$ cat src/rtl/pzcorebus_axi_rw_command_arbiter.sv
// Merges AXI read/write command streams onto one corebus command channel using weighted phase arbitration and outstanding limits.
// Latency: a grant in cycle N presents the command in cycle N+1. Backpressure: the single output register stalls all grants until i_cmd_accept.
// Optional starvation timers are built in when PZCOREBUS_RW_ARBITER_STARVATION_EN is defined.
module pzcorebus_axi_rw_command_arbiter #(
    parameter int ID_WIDTH      = 8,
    parameter int ADDRESS_WIDTH = 32,
    parameter int LENGTH_WIDTH  = 8,
    parameter int READ_WEIGHT   = 4,
    parameter int WRITE_WEIGHT  = 2,
    parameter int MAX_READS     = 8,
    parameter int MAX_WRITES    = 8,
    parameter int STARVE_CYCLES = 16
) (
    input  logic                                  i_clk,
    input  logic                                  i_rst_n,
    input  logic                                  i_rd_valid,
    output logic                                  o_rd_ready,
    input  logic [ID_WIDTH-1:0]                   i_rd_id,
    input  logic [ADDRESS_WIDTH-1:0]              i_rd_addr,
    input  logic [LENGTH_WIDTH-1:0]               i_rd_length,
    input  logic                                  i_wr_valid,
    output logic                                  o_wr_ready,
    input  logic [ID_WIDTH-1:0]                   i_wr_id,
    input  logic [ADDRESS_WIDTH-1:0]              i_wr_addr,
    input  logic [LENGTH_WIDTH-1:0]               i_wr_length,
    output logic                                  o_cmd_valid,
    input  logic                                  i_cmd_accept,
    output logic                                  o_cmd_write,
    output logic [ID_WIDTH-1:0]                   o_cmd_id,
    output logic [ADDRESS_WIDTH-1:0]              o_cmd_addr,
    output logic [LENGTH_WIDTH-1:0]               o_cmd_length,
    input  logic                                  i_rd_done,
    input  logic                                  i_wr_done,
    output logic [$clog2(MAX_READS+1)-1:0]        o_rd_outstanding,
    output logic [$clog2(MAX_WRITES+1)-1:0]       o_wr_outstanding
);
    localparam int RCW  = $clog2(MAX_READS + 1);
    localparam int WCW  = $clog2(MAX_WRITES + 1);
    localparam int MAXW = (READ_WEIGHT > WRITE_WEIGHT) ? READ_WEIGHT : WRITE_WEIGHT;
    localparam int GW   = $clog2(MAXW + 1);

    if (READ_WEIGHT < 1 || WRITE_WEIGHT < 1 || MAX_READS < 1 || MAX_WRITES < 1 || STARVE_CYCLES < 1) begin : g_param_check
        $error("pzcorebus_axi_rw_command_arbiter: weights, limits and STARVE_CYCLES must all be >= 1");
    end

    typedef struct packed {
        logic                     write;
        logic [ID_WIDTH-1:0]      id;
        logic [ADDRESS_WIDTH-1:0] addr;
        logic [LENGTH_WIDTH-1:0]  length;
    } cmd_t;

    typedef enum logic {
        PHASE_READ  = 1'b0,
        PHASE_WRITE = 1'b1
    } phase_e;

    phase_e         phase;
    phase_e         phase_next;
    logic [GW-1:0]  gcnt;
    logic [GW-1:0]  gcnt_next;
    logic [GW-1:0]  gcnt_inc;
    logic [RCW-1:0] rd_count;
    logic [WCW-1:0] wr_count;
    cmd_t           cmd_q;
    logic           free;
    logic           rd_elig;
    logic           wr_elig;
    logic           rd_grant;
    logic           wr_grant;
    logic           rd_dec;
    logic           wr_dec;

    assign free    = !o_cmd_valid || i_cmd_accept;
    assign rd_elig = i_rd_valid && (rd_count < RCW'(MAX_READS));
    assign wr_elig = i_wr_valid && (wr_count < WCW'(MAX_WRITES));

    // Reset gating keeps requesters from seeing a handshake that the register cannot capture.
    assign rd_grant = i_rst_n && free && rd_elig && (!wr_elig || phase == PHASE_READ);
    assign wr_grant = i_rst_n && free && wr_elig && (!rd_elig || phase == PHASE_WRITE);

    assign o_rd_ready = rd_grant;
    assign o_wr_ready = wr_grant;

`ifdef PZCOREBUS_RW_ARBITER_STARVATION_EN
    localparam int SW = $clog2(STARVE_CYCLES + 1);
    logic [SW-1:0] rd_starve_cnt;
    logic [SW-1:0] wr_starve_cnt;
    logic          rd_starve;
    logic          wr_starve;

    // Asserted on the cycle the timer reaches the limit, and kept while the side stays unserved.
    assign rd_starve = rd_elig && !rd_grant && (rd_starve_cnt >= SW'(STARVE_CYCLES - 1));
    assign wr_starve = wr_elig && !wr_grant && (wr_starve_cnt >= SW'(STARVE_CYCLES - 1));

    always_ff @(posedge i_clk or negedge i_rst_n) begin
        if (!i_rst_n) begin
            rd_starve_cnt <= '0;
            wr_starve_cnt <= '0;
        end else begin
            if (rd_grant)                                             rd_starve_cnt <= '0;
            else if (rd_elig && rd_starve_cnt != SW'(STARVE_CYCLES)) rd_starve_cnt <= rd_starve_cnt + SW'(1);
            if (wr_grant)                                             wr_starve_cnt <= '0;
            else if (wr_elig && wr_starve_cnt != SW'(STARVE_CYCLES)) wr_starve_cnt <= wr_starve_cnt + SW'(1);
        end
    end
`endif

    // A grant on the non-current side starts a fresh run on that side at count 1.
    always_comb begin
        phase_next = phase;
        gcnt_next  = gcnt;
        gcnt_inc   = '0;
        if (rd_grant) begin
            gcnt_inc = ((phase == PHASE_READ) ? gcnt : '0) + GW'(1);
            if (gcnt_inc == GW'(READ_WEIGHT)) begin
                phase_next = PHASE_WRITE;
                gcnt_next  = '0;
            end else begin
                phase_next = PHASE_READ;
                gcnt_next  = gcnt_inc;
            end
        end else if (wr_grant) begin
            gcnt_inc = ((phase == PHASE_WRITE) ? gcnt : '0) + GW'(1);
            if (gcnt_inc == GW'(WRITE_WEIGHT)) begin
                phase_next = PHASE_READ;
                gcnt_next  = '0;
            end else begin
                phase_next = PHASE_WRITE;
                gcnt_next  = gcnt_inc;
            end
        end
`ifdef PZCOREBUS_RW_ARBITER_STARVATION_EN
        if (rd_starve) begin
            phase_next = PHASE_READ;
            gcnt_next  = '0;
        end else if (wr_starve) begin
            phase_next = PHASE_WRITE;
            gcnt_next  = '0;
        end
`endif
    end

    always_ff @(posedge i_clk or negedge i_rst_n) begin
        if (!i_rst_n) begin
            phase <= PHASE_READ;
            gcnt  <= '0;
        end else begin
            phase <= phase_next;
            gcnt  <= gcnt_next;
        end
    end

    assign rd_dec = i_rd_done && (rd_count != '0);
    assign wr_dec = i_wr_done && (wr_count != '0);

    always_ff @(posedge i_clk or negedge i_rst_n) begin
        if (!i_rst_n) begin
            rd_count <= '0;
            wr_count <= '0;
        end else begin
            if (rd_grant && !rd_dec)      rd_count <= rd_count + RCW'(1);
            else if (!rd_grant && rd_dec) rd_count <= rd_count - RCW'(1);
            if (wr_grant && !wr_dec)      wr_count <= wr_count + WCW'(1);
            else if (!wr_grant && wr_dec) wr_count <= wr_count - WCW'(1);
        end
    end

    always_ff @(posedge i_clk or negedge i_rst_n) begin
        if (!i_rst_n) begin
            o_cmd_valid <= 1'b0;
            cmd_q       <= '0;
        end else if (rd_grant) begin
            o_cmd_valid <= 1'b1;
            cmd_q       <= '{write: 1'b0, id: i_rd_id, addr: i_rd_addr, length: i_rd_length};
        end else if (wr_grant) begin
            o_cmd_valid <= 1'b1;
            cmd_q       <= '{write: 1'b1, id: i_wr_id, addr: i_wr_addr, length: i_wr_length};
        end else if (i_cmd_accept) begin
            o_cmd_valid <= 1'b0;
        end
    end

    assign o_cmd_write      = cmd_q.write;
    assign o_cmd_id         = cmd_q.id;
    assign o_cmd_addr       = cmd_q.addr;
    assign o_cmd_length     = cmd_q.length;
    assign o_rd_outstanding = rd_count;
    assign o_wr_outstanding = wr_count;

    // A completion with nothing outstanding is an upstream protocol error; it is dropped and flagged.
    rd_done_underflow: assert property (@(posedge i_clk) disable iff (!i_rst_n) !(i_rd_done && rd_count == '0))
        else $warning("rd_done received with no outstanding read");
    wr_done_underflow: assert property (@(posedge i_clk) disable iff (!i_rst_n) !(i_wr_done && wr_count == '0))
        else $warning("wr_done received with no outstanding write");

endmodule

$ cat config.mk
export PLATFORM = sky130hd
export DESIGN_NAME = pzcorebus_axi_rw_command_arbiter
export DESIGN_NICKNAME = d
export VERILOG_FILES = /design/src/rtl/pzcorebus_axi_rw_command_arbiter.sv
export SDC_FILE = /design/constraint.sdc
export NUM_CORES = 1
export LEC_CHECK = 0
export CAP_MARGIN = 20
export CORE_MARGIN = 5
export CORE_UTILIZATION = 43
export CTS_BUF_LIST = sky130_fd_sc_hd__clkbuf_4
export DETAILED_ROUTE_END_ITERATION = 12
export PLACE_DENSITY = 0.84
export SYNTH_ARGS = -nofsm -noshare
export SYNTH_HDL_FRONTEND = slang
export SYNTH_SLANG_ARGS = --single-unit
$ cat constraint.sdc
create_clock -name i_clk -period 3.1 [get_ports i_clk]
set_input_delay 0.775 -clock i_clk [delete_from_list [all_inputs] [get_ports i_clk]]
set_output_delay 0.775 -clock i_clk [all_outputs]
set_load 0.01 [all_outputs]
==> summary.txt <==
Critical path
  – R2r startpoint: o_rd_outstanding[3]
  – RR Endpoint: o_wr_outstanding[3]
  – Critical Path Sink Type: output pin
  – Reg2reg path depth: 10
  – CP startpoint kind: input port
  – CP Max Fanout: 4
  – CP arrival: 2230 ps
  – WP data required: between 2000 and 2500 ps
  – Flop2flop setup slack: roughly 500 ps
  – Setup CP Type: in -> out

Floorplan
  – Die width: roughly 100 µm
  – Die height: between 100 and 150 µm
  – Initial core utilization: a little over two fifths
  – Site Rows: 33
  – Core area: roughly 8100 µm²
  – Die area: 10200 µm²
  – I/O pin cnt: ~160

Layout
  – Share of layout cells above drive strength 1: between 10 and 15%
  – Ant diodes: 0
  – Final Cell Area: ~5500 µm²
  – Net count, final: ~640
  – Fill count: 639
  – Register area: 1550 µm²
  – Area delta synth->final: 53.4%
  – Multi-input gate area: ~1700 µm²
  – Most common cell after layout, fill and taps aside: clkdlybuf4s50_1
  – Most frequent cells in the layout: clkdlybuf4s50_1 (160), nand2_1 (108), dfrtp_1 (62)

Route
  – Via count: ~3200
  – Post-route DRC: 0
  – Final WL: approximately 9600 µm
  – Detailed Route Iter0 Violations: between 60 and 70
  – WL/cell: approximately 15 µm
  – ANT nets after route: 0
  – Via-to-Cell Ratio: around 5
  – Drt pass-1 iters: 4

Logic synthesis
  – Async S/R FF share, synth: 100%
  – Combinational family with the most area after synthesis: compound AO/OA/AOI/OAI gates
  – Synth Flop Type: dfrtp_1
  – Cell Area, Synth: ~3600 µm²
  – FF+latch count, synth: 62
  – Syn nets: around 480
  – Unique cell type count in the Yosys netlist: 38
  – Synth Area in Adders: 4.63%
  – Mapped Cells: between 300 and 400
  – Post-synth EDFFs: 0
  – XOR/XNOR Fraction of Synth Area: under 10%
  – YS warnings: 0
  – Compound-cell area share of the yosys netlist: between 20% and 30%
  – Post-Synth Simple-Gate Area: between 10% and 20%
  – Avg Cell Area, Syn: between 9 and 10 µm²
  – Sequential-to-total area share from yosys stat: a little over two fifths
  – Mux cell area share after synthesis: roughly 1.2%

Global routing
  – Vias in the first global route: ~3300
  – First-pass GRT wire length: roughly 15000 µm
  – Grt total ovfl: 0
  – Initial antenna violation count: 0
  – Total GRT Usage: around a fifth
  – Largest net degree at the start of global routing: around 100

Timing
  – Final hold violations: 0
  – Crit path time final: 3000 ps
  – TNS Setup: 0 ps
  – RSZ-0062 raised after global routing: false
  – Clk_skew: 11.8 ps
  – Slew @ Worst Pin: 787 ps
  – Final worst slack: between 90 and 100 ps
  – Slew Viols, Final: 0
  – Period utilization: a little over nine tenths
  – Final setup vio count: 0
  – Fmax: ~330 MHz
  – Hold Slack: just under 200 ps
  – Relative slew slack: a little under half

Clock network
  – H-Tree Level Count: 3
  – Clock slew at reported path FFs: 100 ps
  – Clock root buffer: clkbuf_4
  – CTS tree: done
  – Clock latency on the worst-skew pair: about 380 ps
  – Post-CTS Hold Buffers: 0
  – Bufs on Longest Clock Path: 2
  – Cts bufs inserted: 9
  – Clk sinks: 62

Placement
  – Placed Area: between 5000 and 6000 µm²
  – Setup WS pre-CTS: -175 ps
  – Gp weighted congestion: a little over 0.8
  – IO buf count: 162
  – Post-DP HPWL: a little over 7000 µm

Outcome
  – Status: complete, no violations

Power and ir drop
  – Total power: about 4.6 mW
  – LEAKAGE: ~2.4 nW
  – Power Dens Cells: about 850 nW/µm²
  – VDD IR max: 474 µV

Job
  – Maxcap violations: 0

Hold path
  – Hold Path Class: in -> async
[power by group]
group	total (mW)	switching [mW]	internal (mW)
Sequential	1.50	0.281	1.22
Combinational	2.52	1.11	1.41
Clock	0.610	0.282	0.328
Total	4.62	1.67	2.96
[worst max path at each step]
| stage | startpoint | end | slack (ps) |
|---|---|---|---|
| detailed placement | i_wr_valid | o_wr_outstanding[3] | -180 |
| floorplan | i_rd_valid | o_rd_outstanding[3] | 190 |
| finish | i_rd_valid | o_rd_ready | 100 |
| global route | i_wr_valid | o_wr_outstanding[3] | 20 |
| global placement | i_wr_valid | o_wr_outstanding[3] | -30 |
| CTS | i_rd_valid | o_rd_ready | 90 |
[cell type report]
class | count | share of cell area (%)
clock buffers | 10 | 1.37
inverters | 52 | 3.57
well taps | 105 | 2.40
flip-flops and latches | 62 | 28.4
clock inverters | 6 | 1.39
repair buffers | 178 | 31.9
multi-input cells | 223 | 31.0
[metal layers]
layer / vias to the layer above / wire, µm / track usage (%)
met1: 1494 / 3840 / 22.0
li1: 1565 / - / -
met2: 99 / 4930 / 33.5
met3: 25 / 566 / 3.74
met4: 0 / 242 / 7.77
met5: - / 0 / 0
[synth_stat cells, drive strengths merged (2+ instances only)]
master	count	area (µm²)
a21o	2	15.0
inv	52	195
fa	2	40.0
o41ai	2	17.5
dfrtp	62	1550
o21ai	6	30.0
mux2i	2	20.0
mux2	2	22.5
clkbuf	8	30.0
ha	10	125
a21oi	3	15.0
nor2b	3	21.3
nor3	6	30.0
buf	16	114
nand2b	5	31.3
o31ai	2	15.0
a2111oi	2	17.5
nand2	108	405
xnor2	6	52.6
o311ai	48	706
nor2	2	7.51
[worst max-delay path: stages]
cell and delay [ps]:
clkdlybuf4s50_1 480, nor2b_2 160, and4_4 250, clkdlybuf4s50_1 560
[metrics by stage]
stage | std cells | util, %
2_1_floorplan | 361 | -
3_3_place_gp | 619 | 65.2
3_5_place_dp | 619 | 65.2
4_1_cts | 636 | 67.1
5_1_grt | 636 | 67.3
6_report | 636 | 67.3
[logic make-up after synthesis]
group | after synthesis
muxes | 4
DFF | 62
buffers and inverters | 76
adders and majority gates | 12
and+or+nand+nor | 128
xor gates and xnor gates | 7
AOI/OAI and AO/OA | 72
[sequential cells by signal, indices dropped and copies added, names as in the netlist]
signal and flops:
o_cmd_write 1, phase 1, gcnt 3, o_wr_outstanding 4, o_rd_outstanding 4, o_cmd_addr 32
o_cmd_valid 1, o_cmd_length 8, o_cmd_id 8
[repair_timing]
| item | 4_1_cts | 5_1_grt |
|---|---|---|
| setup buffers | 1 | 0 |
| endpoints found under the setup margin | 1 | 1 |
| gates resized for setup | 1 | 3 |
| pin swaps | 1 | 1 |
Power figures use the tool's default switching activity.
==> patch 1, RTL diff (config.mk and constraints unchanged) <==
Build with the macro `PZCOREBUS_RW_ARBITER_STARVATION_EN` defined.
--- a/src/rtl/pzcorebus_axi_rw_command_arbiter.sv
+++ b/src/rtl/pzcorebus_axi_rw_command_arbiter.sv
@@ -1,6 +1,8 @@
 // Merges AXI read/write command streams onto one corebus command channel using weighted phase arbitration and outstanding limits.
 // Latency: a grant in cycle N presents the command in cycle N+1. Backpressure: the single output register stalls all grants until i_cmd_accept.
 // Optional starvation timers are built in when PZCOREBUS_RW_ARBITER_STARVATION_EN is defined.
+`define PZCOREBUS_RW_ARBITER_STARVATION_EN
+
 module pzcorebus_axi_rw_command_arbiter #(
     parameter int ID_WIDTH      = 8,
     parameter int ADDRESS_WIDTH = 32,
Behaviour: no difference found for any inputs over 10 cycles, from zero or initial values and one cycle with i_rst_n low; that may be too few to reach the edited logic, so the function may still have changed.
==> patch 1 against the original RTL <==
  * Total power rose by 2.2%
  * Cell count rose by 3.6%
  * Design area grew 6.3%
  * First-iteration DRC count rose to 2.5 times the old value
  * Sequential cell count increased by 10
  * Global-route usage down 0.91 points
  * Worst setup slack worse by 0.045 ns
  * Critical path depth unchanged
  * Routed wire length grew 4.2%
  * Fmax is 1.5% lower
  * Sequential share of layout area increased by 2.6 points
  * Highest routed layer unchanged
  * Non-clock buffer count decreased by 1
  * Area after synthesis grew 9.6%
==> patch 1: results (changes against the original RTL) <==
Parameter                              Value

Status
  Result of the run ... completed

Worst setup path
  Critical R2R Capture ... o_rd_outstanding[3]
  Reg-to-reg slack, setup ... 0.61 ns (+0.10 ns)
  Data arrival time of the critical path ... 2.27 ns (+0.04 ns)
  Depth of the worst register-to-register path ... 9 (-1)
  Worst reg2reg startpoint ... phase

Route
  Routed via count divided by cell count ... 5.08 (+1.6%)
  Average routed wire per standard cell ... 15.1 µm (+0.53%)

Synthesis
  Number of nets produced by synthesis ... 499 (+4.8%)
  Ranking of synthesized cells by instance count ... 72 x sky130_fd_sc_hd__dfrtp_1, 56 x sky130_fd_sc_hd__nand2_1, 50 x sky130_fd_sc_hd__mux2i_1, 33 x sky130_fd_sc_hd__o21ai_0, 22 x sky130_fd_sc_hd__o21ai_1
  Seq/Total Area, Yosys ... 0.461 (+0.0260)

CTS
  Clock edge transition at the registers on the reported setup and hold paths ... 0.13 ns (+0.03 ns)
  Number of H-tree levels ... 3 (unchanged)
  Buffer count from post-CTS setup fixing ... 0 (-1)

Placed design
  Weighted congestion at the end of routability-driven global placement ... 0.815 (+0.26%)

Final layout
  Share of post-route cells with drive strength above 1 ... 0.0799 (-0.0614)
  Final-stage net count ... 668 (+4.2%)

STA
  Transition time of the tightest slew-check pin ... 0.608 ns (-0.179 ns)
  Worst-case hold slack ... 0.474 ns (+0.276 ns)
  Post-Route Skew ... 0.0229 ns (+0.0111 ns)

Global routing
  Wire length of the first global-routing pass ... 16600 µm (+8.2%)
  GRT Util Overall ... 0.179 (-0.00907)

Power
  Cell internal power dissipation ... 3000 µW (+1.4%)
  Leak ... 0.00242 µW (+1.2%)
  Maximum resistive drop on vdd ... 0.000485 V (+2.2%)
-- patch 1: critical path: cells and delay by family --
kind | cells | cell delay, ns
AND/OR/NAND/NOR | 2 | 0.45
buffers and inverters | 2 | 1.05
-- patch 1: worst max path at each step --
stage | startpoint | to | slack [ns] | depth (start not counted)
floorplan | i_rd_valid | o_rd_outstanding[3] | 0.29 | 11
global placement | i_cmd_accept | o_wr_ready | -0.006 | 4
detailed placement | i_rd_valid | o_wr_outstanding[3] | -0.18 | 10
CTS | i_rd_valid | o_rd_ready | 0.05 | 4
global route | i_rd_valid | o_rd_ready | 0.01 | 4
finish | i_rd_valid | o_rd_ready | 0.05 | 4
-- patch 1: per-stage QoR --
step / cells / total power (µW) / setup WS, ns / cell area (µm²) / utilization
finish: 659 / 4720 / 0.0529 / 5820 / 0.660
floorplan: 377 / 2890 / 0.288 / 3910 / -
global route: 659 / 5100 / 0.00991 / 5820 / 0.660
CTS: 659 / 4780 / 0.0545 / 5820 / 0.660
detailed placement: 643 / 4090 / -0.180 / 5640 / 0.641
global placement: 643 / 3980 / -0.00553 / 5640 / 0.641
-- patch 1: power groups by stage --
stage                     Clock (µW)  Sequential [µW]  Combinational, µW
after global placement             0             1710               2280
after CTS                        706             1720               2360
final                            686             1710               2320
after floorplan                    0             1840               1040
after global routing             746             1790               2570
after detailed placement           0             1730               2350
-- patch 1: layout make-up --
cell class | count | area [µm²]
Timing Repair Buffer | 177 | 1730
Clock inverter | 6 | 92.6
Clock buffer | 10 | 75.1
Inverter | 15 | 56.3
Sequential cell | 72 | 1800
Tap cell | 108 | 135
Multi-Input combinational cell | 271 | 1920
Fill cell | 710 | 2990
-- patch 1: repair_timing --
| action | 4_1_cts | 5_1_grt |
|---|---|---|
| hold buffers | 0 | 0 |
| endpoints found under the setup margin | 1 | 0 |
| gates resized for setup | 2 | 0 |
-- patch 1: metal layers --
| metal | share of wire | track usage | wire length (µm) | up-vias |
|---|---|---|---|---|
| li1 | - | - | - | 1669 |
| met1 | 0.40 | 0.211 | 3970 | 1555 |
| met2 | 0.52 | 0.324 | 5150 | 118 |
| met3 | 0.078 | 0.0513 | 777 | 8 |
| met4 | 0.0073 | 0.0384 | 73 | 0 |
| met5 | 0 | 0 | 0 | - |
-- patch 1: kinds of logic after synthesis --
group / count (synthesis) / synth area share
simple gates: 101 / 0.126
xor+xnor: 9 / 0.0202
mux: 52 / 0.134
buf+inv: 34 / 0.0506
compound gates: 90 / 0.143
fa+ha+maj: 19 / 0.0647
flops: 72 / 0.461
==> patch 2, RTL diff (same flow settings) <==
Without the edit above. The parameter `WRITE_WEIGHT` goes from 2 to 4.
--- a/src/rtl/pzcorebus_axi_rw_command_arbiter.sv
+++ b/src/rtl/pzcorebus_axi_rw_command_arbiter.sv
@@ -6,7 +6,7 @@
     parameter int ADDRESS_WIDTH = 32,
     parameter int LENGTH_WIDTH  = 8,
     parameter int READ_WEIGHT   = 4,
-    parameter int WRITE_WEIGHT  = 2,
+    parameter int WRITE_WEIGHT  = 4,
     parameter int MAX_READS     = 8,
     parameter int MAX_WRITES    = 8,
     parameter int STARVE_CYCLES = 16
Function: changed (a bounded check fails within 4 cycles, from zero or initial values and one cycle with i_rst_n low).
==> patch 2 against the original RTL <==
  * Design area decreased by 6.2%
  * Routed wire length decreased by 4.3%
  * Area after synthesis decreased by 8.0%
  * Clock power decreased by 23%
  * Total power decreased by 9.9%
  * Sequential cell count unchanged
  * Non-clock buffer count decreased by 1
  * Worst setup slack improved by 0.028 ns
  * Highest routed layer unchanged
==> patch 2: results (changes against the original RTL) <==
Parameter                              Value

Final layout
  Layout non-clock buf frac ... 0.337 (+0.0171)
  Seq/total area ... 0.302 (+0.0187)
  Final-stage net count ... 645 (+0.62%)
  Non-clock inverter total of the final layout ... 54 (+3.8%)
  ClkCell Share ... 0.0210 (-0.00671)
  Share of post-route cells with drive strength above 1 ... 0.0657 (-0.0756)
  Layout buffer count excluding clock buffers ... 177 (-0.56%)

Global routing
  Met3 Use GR ... 0.0610 (+0.0236)
  Met1 global-route usage ... 0.222 (+0.00227)
  Wire length of the first global-routing pass ... 15500 µm (+0.99%)
  GRT Util Overall ... 0.198 (+0.0101)
  Via count of the first global-routing pass ... 3280 (+0.12%)

Hold path
  Worst hold path class ... reg -> reg

Power
  Maximum resistive drop on vdd ... 0.000401 V (-15%)
  Sw frac ... 0.367 (+0.00598)

Route
  Routed via count divided by cell count ... 5.04 (+0.76%)
  Total routed wirelength ... 9160 µm (-4.3%)
  Detailed-routing wirelength on met1 ... 3640 µm (-5.1%)
  Via count ... 3187 (+0.13%)
  Routed wire length on met2 ... 4670 µm (-5.2%)
  1st-iter DRT viols ... 102 (+48%)
  Met3 routed wirelength ... 625 µm (+10%)

Synthesis
  Ranking of synthesized cells by instance count ... 110 x sky130_fd_sc_hd__nand2_1, 62 x sky130_fd_sc_hd__dfrtp_1, 54 x sky130_fd_sc_hd__inv_1, 41 x sky130_fd_sc_hd__o311ai_0, 13 x sky130_fd_sc_hd__clkbuf_1
  Post-Synthesis Cells ... 366 (+1.4%)

Worst setup path
  Data arrival time of the critical path ... 2.20 ns (-0.03 ns)

Placed design
  Weighted congestion at the end of routability-driven global placement ... 0.891 (+9.7%)

CTS
  Buffer count from post-CTS setup fixing ... 0 (-1)

Status
  Result of the run ... completed
## patch 2: power groups by stage
stage / logic (µW) / clock network (µW) / registers, µW
floorplan: 860 / 0 / 1660
global placement: 2160 / 0 / 1480
detailed placement: 2240 / 0 / 1510
CTS: 2240 / 483 / 1490
global route: 2430 / 513 / 1560
finish: 2210 / 471 / 1490
## patch 2: final timing paths
check / start / end / slack (ns) / cells after the start
max: i_wr_valid / o_wr_ready / 0.13 / 4
min: o_cmd_addr[7] / o_cmd_addr[7] / 0.49 / 2
max reg2reg: o_wr_outstanding[3] / o_rd_outstanding[3] / 0.61 / 8
min reg2reg: o_cmd_addr[7] / o_cmd_addr[7] / 0.49 / 2
max in group asynchronous: i_rst_n / o_cmd_length[1] / 1.95 / 2
min in group asynchronous: i_rst_n / o_cmd_addr[3] / 0.61 / 2
## patch 2: critical path: stages
cell                              delay, ns
sky130_fd_sc_hd__clkdlybuf4s50_1       0.47
sky130_fd_sc_hd__nor2b_1               0.17
sky130_fd_sc_hd__o2111a_1              0.24
sky130_fd_sc_hd__clkdlybuf4s50_1       0.55
## patch 2: cell families (layout without fill, tap and decap cells)
kind of cell / Yosys count / in the layout / synth area share
flops: 62 / 62 / 0.473
compound gates: 70 / 70 / 0.179
xor+xnor: 5 / 5 / 0.0133
fa+ha+maj: 13 / 13 / 0.0542
buf+inv: 79 / 246 / 0.0995
mux: 4 / 4 / 0.0130
simple gates: 133 / 133 / 0.168
## patch 2: per-stage QoR
step            util  cell area (µm²)  setup TNS, ns
6_report       0.700             5130              0
2_1_floorplan      -             3280              0
3_3_place_gp   0.686             5030        -0.0578
5_1_grt        0.700             5130              0
4_1_cts        0.700             5130              0
3_5_place_dp   0.686             5030         -0.192
